`config.mk`:
```
export PLATFORM = sky130hd
export DESIGN_NAME = bus_rr_arbiter
export DESIGN_NICKNAME = d
export VERILOG_FILES = /design/src/rtl/bus_rr_arbiter.sv
export SDC_FILE = /design/constraint.sdc
export NUM_CORES = 1
export LEC_CHECK = 0
export ABC_CLOCK_PERIOD_IN_PS = 6800
export CELL_PAD_IN_SITES_DETAIL_PLACEMENT = 0
export CELL_PAD_IN_SITES_GLOBAL_PLACEMENT = 2
export CORE_MARGIN = 1.5
export CORE_UTILIZATION = 27
export DETAILED_ROUTE_END_ITERATION = 8
export GPL_TIMING_DRIVEN = 0
export PLACE_DENSITY = 0.92
export SLEW_MARGIN = 0
export SYNTH_ARGS = -nofsm -noshare
export SYNTH_HDL_FRONTEND = slang
export SYNTH_SLANG_ARGS = --single-unit
```
`constraint.sdc`:
```
create_clock -name clk -period 6.8 [get_ports clk]
set_input_delay 1.7 -clock clk [delete_from_list [all_inputs] [get_ports clk]]
set_output_delay 1.7 -clock clk [all_outputs]
set_load 0.005 [all_outputs]
```
`src/rtl/bus_rr_arbiter.sv`:
```
// N-master to 1-slave round-robin arbiter for the req/gnt/data bus.
// Optional grant locking with a bounded hold time before forced rotation.
module bus_rr_arbiter #(
   parameter int NUM_MASTERS = 4,
   parameter int DATA_W      = 8,
   parameter bit LOCK_GRANT  = 1'b1,
   parameter int MAX_HOLD    = 16
) (
   input  logic                          clk,
   input  logic                          rst_n,
   input  logic [NUM_MASTERS-1:0]        m_req,
   input  logic [NUM_MASTERS*DATA_W-1:0] m_data,
   output logic [NUM_MASTERS-1:0]        m_gnt,
   output logic                          s_req,
   input  logic                          s_gnt,
   output logic [DATA_W-1:0]             s_data,
   output logic [$clog2(NUM_MASTERS)-1:0] owner,
   output logic                          busy
);

   localparam int N  = NUM_MASTERS;
   localparam int OW = $clog2(N);
   localparam int HW = (MAX_HOLD > 0) ? $clog2(MAX_HOLD + 1) : 1;
   localparam logic [HW-1:0] HMAX = HW'(MAX_HOLD);
   localparam logic [HW-1:0] HLIM = HW'((MAX_HOLD > 0) ? MAX_HOLD - 1 : 0);

   typedef enum logic {IDLE, GRANT} state_t;

   state_t          state;
   logic [OW-1:0]   ptr;
   logic [HW-1:0]   hcnt;
   logic [N-1:0]    others;
   logic [OW-1:0]   nxt;
   logic [OW-1:0]   pick_idle;
   logic [OW-1:0]   pick_next;
   logic            own_req;
   logic            beat;
   logic            hold_hit;
   logic            rel;

   // first set bit of mask, scanning upward from start with wrap
   function automatic logic [OW-1:0] sel(
      input logic [OW-1:0] start,
      input logic [N-1:0]  mask
   );
      logic [OW-1:0] r;
      int            idx;
      r = start;
      for (int k = N - 1; k >= 0; k--) begin
         idx = (int'(start) + k) % N;
         if (mask[idx]) r = OW'(idx);
      end
      return r;
   endfunction

   function automatic logic [N-1:0] onehot(input logic [OW-1:0] i);
      return N'(1) << i;
   endfunction

   always_comb begin
      own_req   = m_req[owner];
      beat      = (state == GRANT) && own_req && s_gnt;
      others    = m_req & ~onehot(owner);
      nxt       = (int'(owner) == N - 1) ? '0 : owner + 1'b1;
      pick_idle = sel(ptr, m_req);
      pick_next = sel(nxt, others);
      hold_hit  = LOCK_GRANT && (MAX_HOLD > 0) && (hcnt >= HLIM);
      rel       = !own_req ||
                  (beat && (|others) && (!LOCK_GRANT || hold_hit));
   end

   assign busy   = (state == GRANT);
   assign s_req  = busy && own_req;
   assign s_data = s_req ? m_data[int'(owner)*DATA_W +: DATA_W] : '0;

   always_ff @(posedge clk or negedge rst_n) begin
      if (!rst_n) begin
         state <= IDLE;
         m_gnt <= '0;
         owner <= '0;
         ptr   <= '0;
         hcnt  <= '0;
      end else begin
         unique case (state)
            IDLE: begin
               if (|m_req) begin
                  owner <= pick_idle;
                  m_gnt <= onehot(pick_idle);
                  hcnt  <= '0;
                  state <= GRANT;
               end
            end
            GRANT: begin
               if (rel) begin
                  ptr <= nxt;
                  // hand over without an idle cycle when someone waits
                  if (|others) begin
                     owner <= pick_next;
                     m_gnt <= onehot(pick_next);
                     hcnt  <= '0;
                  end else begin
                     m_gnt <= '0;
                     state <= IDLE;
                  end
               end else if (beat && hcnt != HMAX) begin
                  hcnt <= hcnt + 1'b1;
               end
            end
            default: state <= IDLE;
         endcase
      end
   end

endmodule

```
==> reports/summary.json, run 1 <==
{
  "yosys": {
    "synth-main-ff-cell": "sky130_fd_sc_hd__dfrtp_1",
    "synth.lib_cells_used.distinct": 50,
    "ys.warnings.count": 0,
    "synthArstFlopShare": 1.000,
    "synth-edff-count": 0,
    "postSynthCellCount": 147,
    "synth.ff_latch_count": 14,
    "ys_seq_area_frac": 0.2509,
    "syn_nets": 193,
    "synth.avg_cell_area_um2": 9.499,
    "post_synth_design_cell_area_mm2": 0.001396
  },
  "clock_tree": {
    "cts_buffers": 3,
    "ctsRootBufferMaster": "sky130_fd_sc_hd__clkbuf_8",
    "postCtsHoldBufs": 0,
    "numClockSinks": 14,
    "insertion_delay_ns": 0.24,
    "postCtsSetupRepairBufs": 0,
    "htree_num_levels": 1,
    "clkTransAtPathRegs_ns": 0.06,
    "cts_resized": 0,
    "cts_buffer_depth": 2,
    "tritoncts_clock_tree": "built"
  },
  "global_route": {
    "global_route_wire_length_before_repair_um": 6934,
    "antenna_found_initial": 0,
    "grt_pass1_vias": 1341,
    "globalRoute.totalOverflow": 0,
    "global_route.usage.total": 0.1613,
    "largest_net_degree_at_the_start_of_global_routing": 15
  },
  "place": {
    "gp_routability_congestion": 0.8155,
    "detailedPlacementHpwl_um": 3204,
    "place_ws_ns": 1.439,
    "port-buffer-count": 54
  },
  "layout": {
    "final_cell_mix": "54 x sky130_fd_sc_hd__clkdlybuf4s50_1, 14 x sky130_fd_sc_hd__dfrtp_1, 11 x sky130_fd_sc_hd__inv_1",
    "most_common_cell_after_layout_fill_and_taps_aside": "sky130_fd_sc_hd__clkdlybuf4s50_1",
    "syn_to_final_growth_pct": 48.66,
    "final_layout_size_suffix_gt1_frac": 0.1122,
    "nets": 252,
    "antenna_cells": 0
  },
  "floorplan": {
    "die_height_um": 74.92,
    "chipWidth_um": 74.92,
    "core_mm2": 0.004848,
    "die_area_mm2": 0.005612,
    "initial_utilization": 0.2880,
    "floorplan.rows": 25,
    "floorplan.io_pins": 55
  },
  "routing": {
    "detail_route.vias_per_cell": 4.971,
    "postRouteWirelength_um": 4039,
    "drcViolationCount": 0,
    "wire_per_inst_um": 14.85,
    "detail_route.iter0.violations": 97,
    "drt.antenna.violating_nets": 0,
    "drt-pass1-iter-count": 4,
    "route.vias.total": 1352
  },
  "timing": {
    "final_report_setup_violation_count": 0,
    "worst_pin_slew_ns": 0.7191,
    "setup_slack_ns": 1.456,
    "skew_ns": 0.003729,
    "post_route_fraction_of_the_period_consumed_by_the_critical_path": 0.7859,
    "max-slew-margin-rel": 0.5163,
    "finalCriticalPeriod_ns": 5.344,
    "slew_viol_final": 0,
    "hold_violations": 0,
    "fin_setup_tns_ns": 0,
    "unrepaired_setup_endpoints_after_global_routing": "no",
    "max_frequency_ghz": 0.1871
  },
  "worst_setup_path": {
    "crit_path_end_kind": "output port",
    "setup.worst_path.class": "in -> out",
    "timing.critical_path.from": "m_req[0]",
    "setup.worst_path.start_class": "primary input",
    "worstReg2RegStart": "owner[0]",
    "critical_path.endpoint": "s_data[3]",
    "reg2reg_setup_slack_ns": 3.72,
    "crit_path_max_fanout": 10,
    "arrival_ns": 3.64,
    "cp.required_ns": 5.10,
    "worst_r2r_path_depth": 7,
    "timing.rr.end": "m_gnt[3]"
  },
  "pwr": {
    "cellLeakagePower_uw": 0.0008355,
    "powerDensity_mw_per_mm2": 374.5,
    "vdd.ir_drop.worst_uv": 179.7
  },
  "hold_path": {
    "min_delay_path_depth": 1,
    "hp-class": "reg -> reg"
  },
  "flow_run": {
    "count_of_maximum_capacitance_violations": 0
  },
  "run_status": {
    "status": "finished clean"
  }
}
## worst max-delay path, cell delays in order
cell                              delay, ns
sky130_fd_sc_hd__clkdlybuf4s50_1       0.56
sky130_fd_sc_hd__mux4_2                0.54
sky130_fd_sc_hd__buf_2                 0.21
sky130_fd_sc_hd__and3_1                0.18
sky130_fd_sc_hd__clkdlybuf4s50_1       0.45
## synth_stat cells, types with 2 or more instances
library cell                number  share of area
sky130_fd_sc_hd__dfrtp_1        14           0.25
sky130_fd_sc_hd__inv_1          11          0.030
sky130_fd_sc_hd__and3_1          9          0.040
sky130_fd_sc_hd__mux4_2          9           0.15
sky130_fd_sc_hd__nand2_1         9          0.024
sky130_fd_sc_hd__a21oi_1         8          0.029
sky130_fd_sc_hd__ha_1            7          0.063
sky130_fd_sc_hd__nor2_1          6          0.016
sky130_fd_sc_hd__nand2b_1        5          0.022
sky130_fd_sc_hd__nor2b_1         5          0.022
sky130_fd_sc_hd__nor3_1          5          0.018
sky130_fd_sc_hd__a2bb2oi_1       3          0.019
sky130_fd_sc_hd__clkbuf_1        3         0.0081
sky130_fd_sc_hd__mux2i_1         3          0.022
sky130_fd_sc_hd__nand3_1         3          0.011
sky130_fd_sc_hd__o21ai_0         3          0.011
sky130_fd_sc_hd__a211oi_1        2          0.011
sky130_fd_sc_hd__a21boi_0        2          0.011
sky130_fd_sc_hd__a31oi_1         2         0.0090
sky130_fd_sc_hd__a32oi_1         2          0.013
sky130_fd_sc_hd__mux2_1          2          0.016
sky130_fd_sc_hd__nand3b_1        2          0.011
sky130_fd_sc_hd__nand4_1         2         0.0090
sky130_fd_sc_hd__nor2b_4         2          0.020
sky130_fd_sc_hd__nor4_1          2         0.0090
sky130_fd_sc_hd__o22ai_1         2         0.0090
## where the power goes
part           leakage, uW  switching (uW)  internal (uW)
clock            0.0000288            29.8           51.3
combinational     0.000633             254            289
sequential        0.000174            36.9            116
total             0.000835             321            456
## metrics by stage
step	util	hold slack [ns]	total power, uW	area, um^2	std cells
global placement	0.4168	0.4774	699.9	2021	268
floorplan	-	0.4841	497.4	1396	147
CTS	0.4281	0.5025	785.2	2076	272
detailed placement	0.4168	0.4806	697.1	2021	268
finish	0.4281	0.4984	777.3	2076	272
global route	0.4281	0.5353	849.2	2076	272
## cell families (layout without fill, tap and decap cells)
kind of cell               after synthesis  in the layout  share of synthesized area
and+or+nand+nor                         56             56                     0.2383
AOI/OAI and AO/OA                       39             39                     0.2133
buffers and inverters                   17             75                    0.05196
muxes                                   14             14                     0.1828
DFF                                     14             14                     0.2509
adders and majority gates                7              7                    0.06272
## routing by layer
layer	GRT usage	share of wire	vias up
met4	0.01818	0.0025	0
met5	0	0	-
met2	0.2498	0.46	15
met3	0.02410	0.022	2
met1	0.2450	0.52	653
li1	-	-	682
## registers in the layout, summed over array words and instances, names as in the netlist
register / flops
m_gnt: 4
owner: 2
busy: 1
ptr: 2
hcnt: 5
## worst min-delay path by stage
stage,start,endpoint,slack [ns]
3_5_place_dp,m_gnt[2],m_gnt[2],0.48
6_report,m_gnt[2],m_gnt[2],0.50
5_1_grt,m_gnt[2],m_gnt[2],0.54
3_3_place_gp,m_gnt[2],m_gnt[2],0.48
4_1_cts,m_gnt[2],m_gnt[2],0.50
2_1_floorplan,m_gnt[2],m_gnt[2],0.48
## final cells by class
cell class | count | area [um^2]
Timing Repair Buffer | 54 | 540.5
Fill cell | 491 | 2773
Clock buffer | 4 | 55.05
Inverter | 11 | 41.29
Multi-Input combinational cell | 116 | 973.4
Sequential cell | 14 | 350.3
Buffer | 6 | 31.28
Tap cell | 67 | 83.83
(Power assumes the default switching activity.)
==> run 2, diff against run 1 <==
ABC_CLOCK_PERIOD_IN_PS = 4920   (was 6800)
CORE_UTILIZATION = 25   (was 27)
PLACE_DENSITY = 0.86   (was 0.92)
clock period = 4.92 ns   (was 6.8 ns; I/O delays follow)
==> run 2 against run 1 <==
  * Global-route usage shrank 1.9 points
  * Worst setup slack got worse by 0.93 ns
  * Die area is 7.7% higher
  * Sequential share of layout area is 0.061 points higher
  * Clock skew shrank 0.0017 ns
  * Non-clock buffer count did not move
  * Critical path depth stayed put
  * Via count shrank 2.0%
  * Largest power group unchanged
==> reports/summary.json, run 2 (synthesized netlist as in run 1, its figures left out) <==
{
  "clock_tree": {
    "numClockSinks": {"value": 14, "change": "unchanged"},
    "tritoncts_clock_tree": {"value": "built", "change": "unchanged"},
    "htree_num_levels": {"value": 1, "change": "unchanged"},
    "insertion_delay": {"value": 0.24, "unit": "ns", "change": "about the same"},
    "clkTransAtPathRegs": {"value": 0.05, "unit": "ns", "change": "was 0.06 ns"},
    "cts_buffers": {"value": 3, "change": "unchanged"},
    "ctsRootBufferMaster": {"value": "sky130_fd_sc_hd__clkbuf_8", "change": "unchanged"},
    "postCtsHoldBufs": {"value": 0, "change": "unchanged"},
    "cts_resized": {"value": 0, "change": "unchanged"},
    "cts_buffer_depth": {"value": 2, "change": "unchanged"},
    "postCtsSetupRepairBufs": {"value": 0, "change": "unchanged"}
  },
  "routing": {
    "drcViolationCount": {"value": 0, "change": "unchanged"},
    "detail_route.vias_per_cell": {"value": 4.801, "change": "was 4.971"},
    "detail_route.iter0.violations": {"value": 40, "change": "was 97"},
    "route.vias.total": {"value": 1325, "change": "was 1352"},
    "drt-pass1-iter-count": {"value": 4, "change": "unchanged"},
    "drt.antenna.violating_nets": {"value": 0, "change": "unchanged"},
    "wire_per_inst": {"value": 14.25, "unit": "um", "change": "was 14.85 um"},
    "postRouteWirelength": {"value": 3934, "unit": "um", "change": "was 4039 um"}
  },
  "place": {
    "port-buffer-count": {"value": 54, "change": "unchanged"},
    "place_inst": {"value": 273, "change": "was 268"},
    "detailedPlacementHpwl": {"value": 3135, "unit": "um", "change": "was 3204 um"},
    "gp_routability_congestion": {"value": 0.8332, "change": "was 0.8155"}
  },
  "pwr": {
    "p_int": {"value": 613.8, "unit": "uW", "change": "was 456.2 uW"},
    "cellLeakagePower": {"value": 0.0008283, "unit": "uW", "change": "was 0.0008355 uW"},
    "power.sequential.fraction": {"value": 0.200, "change": "was 0.196"},
    "p_sw": {"value": 438.6, "unit": "uW", "change": "was 321.1 uW"},
    "p_clk_frac": {"value": 0.088, "change": "was 0.104"},
    "combinationalPowerShare": {"value": 0.712, "change": "was 0.699"},
    "powerDensity": {"value": 508.8, "unit": "mW/mm^2", "change": "was 374.5 mW/mm^2"},
    "netSwitchingFraction": {"value": 0.4167, "change": "was 0.4131"},
    "vdd.ir_drop.worst": {"value": 239.8, "unit": "uV", "change": "was 179.7 uV"}
  },
  "global_route": {
    "global_route_wire_length_before_repair": {"value": 6948, "unit": "um", "change": "was 6934 um"},
    "grt_pass1_vias": {"value": 1385, "change": "was 1341"},
    "global_route.usage.total": {"value": 0.1424, "change": "was 0.1613"},
    "largest_net_degree_at_the_start_of_global_routing": {"value": 15, "change": "unchanged"},
    "globalRoute.totalOverflow": {"value": 0, "change": "unchanged"},
    "antenna_found_initial": {"value": 0, "change": "unchanged"}
  },
  "hold_path": {
    "min_to": {"value": "m_gnt[2]", "change": "unchanged"},
    "hold_path_startpoint": {"value": "m_gnt[2]", "change": "unchanged"},
    "min_delay_path_depth": {"value": 1, "change": "unchanged"},
    "hp-class": {"value": "reg -> reg", "change": "unchanged"}
  },
  "layout": {
    "nets": {"value": 252, "change": "unchanged"},
    "final-instance-count-excl-fill": {"value": 276, "change": "was 272"},
    "syn_to_final_growth": {"value": 48.12, "unit": "%", "change": "was 48.66%"},
    "top_regs": {"value": "hcnt (5), m_gnt (4)", "change": "unchanged"},
    "antenna_cells": {"value": 0, "change": "unchanged"},
    "filler_cell_count": {"value": 538, "change": "was 491"},
    "multi_input_comb_area": {"value": 973.4, "unit": "um^2", "change": "unchanged"},
    "largest-register": {"value": "hcnt", "change": "unchanged"},
    "final_cell_mix": {"value": "54 x sky130_fd_sc_hd__clkdlybuf4s50_1, 14 x sky130_fd_sc_hd__dfrtp_1, 11 x sky130_fd_sc_hd__inv_1", "change": "unchanged"},
    "final_layout_size_suffix_gt1_frac": {"value": 0.1078, "change": "was 0.1122"},
    "largest_register_ff_count": {"value": 5, "change": "unchanged"},
    "most_common_cell_after_layout_fill_and_taps_aside": {"value": "sky130_fd_sc_hd__clkdlybuf4s50_1", "change": "unchanged"},
    "sequential_cell_area": {"value": 350.3, "unit": "um^2", "change": "unchanged"}
  },
  "timing": {
    "post_route_fraction_of_the_period_consumed_by_the_critical_path": 0.8937,
    "max_frequency_ghz": 0.2274,
    "finalHoldWorstSlack": {"value": 0.5010, "unit": "ns", "change": "was 0.4984 ns"},
    "max-slew-margin-rel": {"value": 0.5108, "change": "was 0.5163"},
    "worst_pin_slew": {"value": 0.7272, "unit": "ns", "change": "was 0.7191 ns"},
    "skew": {"value": 0.002018, "unit": "ns", "change": "was 0.003729 ns"},
    "unrepaired_setup_endpoints_after_global_routing": {"value": "no", "change": "unchanged"},
    "hold_violations": {"value": 0, "change": "unchanged"},
    "finalCriticalPeriod_ns": 4.397,
    "slew_viol_final": {"value": 0, "change": "unchanged"},
    "final_report_setup_violation_count": {"value": 0, "change": "unchanged"},
    "fin_setup_tns": {"value": 0, "unit": "ns", "change": "unchanged"}
  },
  "floorplan": {
    "die_height": {"value": 77.74, "unit": "um", "change": "was 74.92 um"},
    "die_area": {"value": 0.006043, "unit": "mm^2", "change": "was 0.005612 mm^2"},
    "chipWidth": {"value": 77.74, "unit": "um", "change": "was 74.92 um"},
    "initial_utilization": {"value": 0.2567, "change": "was 0.2880"},
    "core": {"value": 0.005439, "unit": "mm^2", "change": "was 0.004848 mm^2"},
    "floorplan.rows": {"value": 27, "change": "was 25"},
    "floorplan.io_pins": {"value": 55, "change": "unchanged"}
  },
  "flow_run": {
    "count_of_maximum_capacitance_violations": {"value": 0, "change": "unchanged"}
  },
  "worst_setup_path": {
    "setup.worst_path.class": {"value": "in -> out", "change": "unchanged"},
    "worst_path_largest_cell_delay": {"value": 0.55, "unit": "ns", "change": "was 0.56 ns"},
    "crit_path_max_fanout": {"value": 10, "change": "unchanged"},
    "crit_slowest_cell": {"value": "sky130_fd_sc_hd__clkdlybuf4s50_1", "change": "unchanged"},
    "crit_path_end_kind": {"value": "output port", "change": "unchanged"},
    "reg2reg_setup_slack": {"value": 1.84, "unit": "ns", "change": "was 3.72 ns"},
    "timing.rr.end": {"value": "m_gnt[3]", "change": "unchanged"},
    "critPathMostFrequentCell": {"value": "sky130_fd_sc_hd__clkdlybuf4s50_1", "change": "unchanged"},
    "worstPathCellList": {"value": "clkdlybuf4s50_1 > mux4_2 > buf_2 > and3_1 > clkdlybuf4s50_1", "change": "unchanged"},
    "critical-path-top-delay-family": {"value": "buffers and inverters", "change": "unchanged"},
    "worst_r2r_path_depth": {"value": 7, "change": "unchanged"},
    "timing.critical_path.from": {"value": "m_req[0]", "change": "unchanged"},
    "cp.required": {"value": 3.69, "unit": "ns", "change": "was 5.10 ns"},
    "critical_path_buf_inv_count": {"value": 3, "change": "unchanged"},
    "worstReg2RegStart": {"value": "owner[0]", "change": "unchanged"},
    "arrival": {"value": 3.17, "unit": "ns", "change": "was 3.64 ns"},
    "setup.worst_path.start_class": {"value": "primary input", "change": "unchanged"}
  },
  "run_status": {
    "status": {"value": "finished clean", "change": "unchanged"}
  }
}
## run 2: worst max path at each step
| stage | end | depth (start not counted) |
|---|---|---|
| 3_3_place_gp | s_data[4] | 5 |
| 3_5_place_dp | s_data[6] | 5 |
| 6_report | s_data[4] | 5 |
| 5_1_grt | s_data[6] | 5 |
| 2_1_floorplan | s_data[0] | 3 |
| 4_1_cts | s_data[4] | 5 |
## run 2: per-stage QoR
step	setup WS [ns]	util	total power (uW)	cell area, um^2
2_1_floorplan	1.675	-	687.5	1396
3_3_place_gp	0.5067	0.3727	969.1	2027
3_5_place_dp	0.5151	0.3727	965.6	2027
4_1_cts	0.5102	0.3803	1068	2068
5_1_grt	0.4415	0.3803	1156	2068
6_report	0.5228	0.3803	1052	2068
## run 2: area by class of cell
cell class | count | share of cell area
multi-input cells | 116 | 0.4707
repair buffers | 54 | 0.2613
flip-flops and latches | 14 | 0.1694
well taps | 72 | 0.04356
clock buffers | 3 | 0.01996
inverters | 11 | 0.01996
plain buffers | 6 | 0.01512
## run 2: routing by layer
layer	vias up	global-route usage	share of wire
li1	679	-	-
met3	4	0.02588	0.033
met5	-	0	0
met4	0	0.02909	0.0069
met2	27	0.2304	0.47
met1	615	0.1971	0.49
## run 2: power groups by stage
stage / sequential (uW) / combinational [uW] / clock, uW
final: 211 / 749 / 92.1
after global routing: 220 / 833 / 102
after CTS: 212 / 759 / 97.5
after detailed placement: 213 / 752 / 0
after global placement: 213 / 756 / 0
after floorplan: 202 / 485 / 0
## run 2: worst register-to-register path, cell delays in order (launching register included)
cell	delay [ns]
sky130_fd_sc_hd__dfrtp_1	0.48
sky130_fd_sc_hd__buf_1	0.59
sky130_fd_sc_hd__inv_1	0.19
sky130_fd_sc_hd__ha_1	0.45
sky130_fd_sc_hd__or3_1	0.40
sky130_fd_sc_hd__a32oi_1	0.42
sky130_fd_sc_hd__nor3_1	0.11
sky130_fd_sc_hd__a221o_1	0.31
==> run 3, diff against run 2 <==
CTS_CLUSTER_SIZE = 25   (was not set)
GPL_TIMING_DRIVEN = not set   (was 0)
==> run 3 against run 2 <==
  * Via count up 3.1%
  * Core utilization decreased by 0.18 points
  * First-iteration DRC count increased by 85%
  * Die area stayed put
  * Design area fell by 0.48%
  * Combinational power is 6.4% lower
  * Critical endpoint is now s_req
  * Largest cell class unchanged
==> reports/summary.json, run 3 (synthesized netlist as in run 1, its figures left out) <==
{
  "timing": {
    "fin_setup_tns": {"value": 0, "unit": "ns", "change": "unchanged"},
    "max_frequency": {"value": 0.2301, "unit": "GHz", "change": "was 0.2274 GHz"},
    "post_route_fraction_of_the_period_consumed_by_the_critical_path": {"value": 0.8835, "change": "was 0.8937"},
    "slew_viol_final": {"value": 0, "change": "unchanged"},
    "unrepaired_setup_endpoints_after_global_routing": {"value": "no", "change": "unchanged"},
    "finalCriticalPeriod": {"value": 4.347, "unit": "ns", "change": "was 4.397 ns"},
    "worst_pin_slew": {"value": 0.7940, "unit": "ns", "change": "was 0.7272 ns"},
    "final_report_setup_violation_count": {"value": 0, "change": "unchanged"},
    "skew": {"value": 0.0008076, "unit": "ns", "change": "was 0.002018 ns"},
    "max-slew-margin-rel": {"value": 0.4659, "change": "was 0.5108"},
    "hold_violations": {"value": 0, "change": "unchanged"}
  },
  "worst_setup_path": {
    "reg2reg_setup_slack": {"value": 2.06, "unit": "ns", "change": "was 1.84 ns"},
    "cp.required": {"value": 3.69, "unit": "ns", "change": "about the same"},
    "arrival": {"value": 3.12, "unit": "ns", "change": "was 3.17 ns"},
    "setup.worst_path.start_class": {"value": "primary input", "change": "unchanged"},
    "crit_path_end_kind": {"value": "output port", "change": "unchanged"},
    "worst_path_largest_cell_delay": {"value": 0.64, "unit": "ns", "change": "was 0.55 ns"},
    "setup.worst_path.class": {"value": "in -> out", "change": "unchanged"},
    "worst_r2r_path_depth": {"value": 6, "change": "was 7"},
    "crit_path_max_fanout": {"value": 11, "change": "was 10"},
    "worst-path-stages": {"value": 5, "change": "unchanged"},
    "critical_path_buf_inv_count": {"value": 3, "change": "unchanged"},
    "critPathMostFrequentCell": {"value": "sky130_fd_sc_hd__clkdlybuf4s50_1", "change": "unchanged"},
    "crit_slowest_cell": {"value": "sky130_fd_sc_hd__mux4_2", "change": "was sky130_fd_sc_hd__clkdlybuf4s50_1"},
    "worstPathCellList": {"value": "clkdlybuf4s50_1 > mux4_2 > nand2_1 > inv_1 > clkdlybuf4s50_1", "change": "was clkdlybuf4s50_1 > mux4_2 > buf_2 > and3_1 > clkdlybuf4s50_1"},
    "critical-path-top-delay-family": {"value": "buffers and inverters", "change": "unchanged"}
  },
  "routing": {
    "detail_route.vias_per_cell": {"value": 5.022, "change": "was 4.801"},
    "postRouteWirelength": {"value": 4006, "unit": "um", "change": "was 3934 um"},
    "wire_per_inst": {"value": 14.73, "unit": "um", "change": "was 14.25 um"},
    "drcViolationCount": {"value": 0, "change": "unchanged"},
    "drt-pass1-iter-count": {"value": 4, "change": "unchanged"},
    "route.vias.total": {"value": 1366, "change": "was 1325"},
    "detail_route.iter0.violations": {"value": 74, "change": "was 40"},
    "drt.antenna.violating_nets": {"value": 0, "change": "unchanged"}
  },
  "global_route": {
    "globalRouteMet3Util": {"value": 0.02706, "change": "was 0.02588"},
    "grt-busiest-layer": {"value": "met2", "change": "unchanged"},
    "antenna_found_initial": {"value": 0, "change": "unchanged"},
    "use_met1": {"value": 0.2004, "change": "was 0.1971"},
    "grt_pass1_vias": {"value": 1295, "change": "was 1385"},
    "met2_usage": {"value": 0.2200, "change": "was 0.2304"},
    "largest_net_degree_at_the_start_of_global_routing": {"value": 19, "change": "was 15"},
    "globalRoute.totalOverflow": {"value": 0, "change": "unchanged"},
    "global_route.usage.total": {"value": 0.1397, "change": "was 0.1424"},
    "global_route_wire_length_before_repair": {"value": 6734, "unit": "um", "change": "was 6948 um"}
  },
  "layout": {
    "antenna_cells": {"value": 0, "change": "unchanged"},
    "final_cell_mix": {"value": "54 x sky130_fd_sc_hd__clkdlybuf4s50_1, 14 x sky130_fd_sc_hd__dfrtp_1, 11 x sky130_fd_sc_hd__inv_1", "change": "unchanged"},
    "final_layout_size_suffix_gt1_frac": {"value": 0.1100, "change": "was 0.1078"},
    "largest-register": {"value": "hcnt", "change": "unchanged"},
    "syn_to_final_growth": {"value": 47.40, "unit": "%", "change": "was 48.12%"},
    "largest_register_ff_count": {"value": 5, "change": "unchanged"},
    "top_regs": {"value": "hcnt (5), m_gnt (4)", "change": "unchanged"},
    "filler_cell_count": {"value": 571, "change": "was 538"},
    "nets": {"value": 247, "change": "was 252"},
    "most_common_cell_after_layout_fill_and_taps_aside": {"value": "sky130_fd_sc_hd__clkdlybuf4s50_1", "change": "unchanged"},
    "final-instance-count-excl-fill": {"value": 272, "change": "was 276"}
  },
  "run_status": {
    "status": {"value": "finished clean", "change": "unchanged"}
  },
  "place": {
    "port-buffer-count": {"value": 54, "change": "unchanged"},
    "gp_routability_congestion": {"value": 0.7750, "change": "was 0.8332"},
    "place_inst": {"value": 268, "change": "was 273"},
    "detailedPlacementHpwl": {"value": 3126, "unit": "um", "change": "was 3135 um"}
  },
  "pwr": {
    "post-layout-total-power": {"value": 1061, "unit": "uW", "change": "was 1052 uW"},
    "p_sw": {"value": 441.4, "unit": "uW", "change": "was 438.6 uW"},
    "powerDensity": {"value": 515.3, "unit": "mW/mm^2", "change": "was 508.8 mW/mm^2"},
    "power.sequential.fraction": {"value": 0.232, "change": "was 0.200"},
    "cellLeakagePower": {"value": 0.0008256, "unit": "uW", "change": "was 0.0008283 uW"},
    "netSwitchingFraction": {"value": 0.4162, "change": "was 0.4167"},
    "vdd.ir_drop.worst": {"value": 296.3, "unit": "uV", "change": "was 239.8 uV"},
    "combinationalPowerShare": {"value": 0.661, "change": "was 0.712"},
    "p_int": {"value": 619.3, "unit": "uW", "change": "was 613.8 uW"},
    "p_clk_frac": {"value": 0.107, "change": "was 0.088"}
  },
  "clock_tree": {
    "postCtsSetupRepairBufs": {"value": 0, "change": "unchanged"},
    "numClockSinks": {"value": 14, "change": "unchanged"},
    "postCtsHoldBufs": {"value": 0, "change": "unchanged"},
    "cts_buffers": {"value": 3, "change": "unchanged"},
    "ctsRootBufferMaster": {"value": "sky130_fd_sc_hd__clkbuf_8", "change": "unchanged"},
    "clkTransAtPathRegs": {"value": 0.06, "unit": "ns", "change": "was 0.05 ns"},
    "insertion_delay": {"value": 0.25, "unit": "ns", "change": "was 0.24 ns"},
    "cts_buffer_depth": {"value": 2, "change": "unchanged"},
    "cts_resized": {"value": 0, "change": "unchanged"},
    "htree_num_levels": {"value": 1, "change": "unchanged"},
    "tritoncts_clock_tree": {"value": "built", "change": "unchanged"}
  },
  "floorplan": {
    "chipWidth": {"value": 77.74, "unit": "um", "change": "unchanged"},
    "core": {"value": 0.005439, "unit": "mm^2", "change": "unchanged"},
    "floorplan.rows": {"value": 27, "change": "unchanged"},
    "die_height": {"value": 77.74, "unit": "um", "change": "unchanged"},
    "floorplan.io_pins": {"value": 55, "change": "unchanged"},
    "initial_utilization": {"value": 0.2567, "change": "unchanged"},
    "die_area": {"value": 0.006043, "unit": "mm^2", "change": "unchanged"}
  },
  "flow_run": {
    "count_of_maximum_capacitance_violations": {"value": 0, "change": "unchanged"}
  },
  "hold_path": {
    "hp-class": {"value": "reg -> reg", "change": "unchanged"},
    "min_delay_path_depth": {"value": 1, "change": "unchanged"}
  }
}
## run 3: cell types whose count changed in the layout (fill, tap and decap cells not counted)
cell	before	now
sky130_fd_sc_hd__clkbuf_1	3	0
sky130_fd_sc_hd__buf_1	1	0
sky130_fd_sc_hd__buf_2	1	0
sky130_fd_sc_hd__buf_4	0	1
sky130_fd_sc_hd__buf_6	1	0
sky130_fd_sc_hd__clkbuf_8	3	4
## run 3: power by group through the flow
| stage | Clock (uW) | Combinational [uW] | Sequential (uW) |
|---|---|---|---|
| after floorplan | 0 | 485 | 202 |
| after global placement | 0 | 701 | 251 |
| after detailed placement | 0 | 700 | 251 |
| after CTS | 117 | 706 | 248 |
| after global routing | 123 | 769 | 260 |
| final | 114 | 701 | 246 |
## run 3: worst paths after layout
kind                       startpoint        to
setup / recovery             m_req[0]     s_req
hold / removal               m_gnt[2]  m_gnt[2]
setup reg to reg             owner[0]  m_gnt[3]
hold reg to reg              m_gnt[2]  m_gnt[2]
max in group asynchronous       rst_n  m_gnt[2]
min in group asynchronous       rst_n   hcnt[3]
## run 3: worst register-to-register path, stage by stage (launching register included)
cell                      delay, ns
sky130_fd_sc_hd__dfrtp_1       0.84
sky130_fd_sc_hd__inv_1         0.21
sky130_fd_sc_hd__ha_1          0.45
sky130_fd_sc_hd__or3_1         0.39
sky130_fd_sc_hd__a32oi_1       0.44
sky130_fd_sc_hd__nor3_1        0.11
sky130_fd_sc_hd__a221o_1       0.31
## run 3: area by class of cell
class / count / area, um^2 / share of cell area
clock buffer: 4 / 55.05 / 0.02675
inverter: 11 / 41.29 / 0.02006
multi-input combinational: 116 / 973.4 / 0.4729
sequential: 14 / 350.3 / 0.1702
tap: 72 / 90.09 / 0.04377
timing repair buffer: 55 / 548.0 / 0.2663
## run 3: layer usage
| metal | vias to the layer above | share of wire | wire [um] |
|---|---|---|---|
| met3 | 2 | 0.035 | 142 |
| met4 | 0 | 0.0057 | 23 |
| met5 | - | 0 | 0 |
| met2 | 35 | 0.47 | 1875 |
| li1 | 671 | - | - |
| met1 | 658 | 0.49 | 1965 |
## run 3: through the flow
step / util / cell area (um^2) / setup WS, ns / hold slack (ns)
detailed placement: 0.3683 / 2003 / 0.5774 / 0.4883
global placement: 0.3683 / 2003 / 0.5884 / 0.4856
CTS: 0.3784 / 2058 / 0.5693 / 0.5149
global route: 0.3784 / 2058 / 0.4954 / 0.5246
finish: 0.3784 / 2058 / 0.5733 / 0.5122
floorplan: - / 1396 / 1.675 / 0.4841
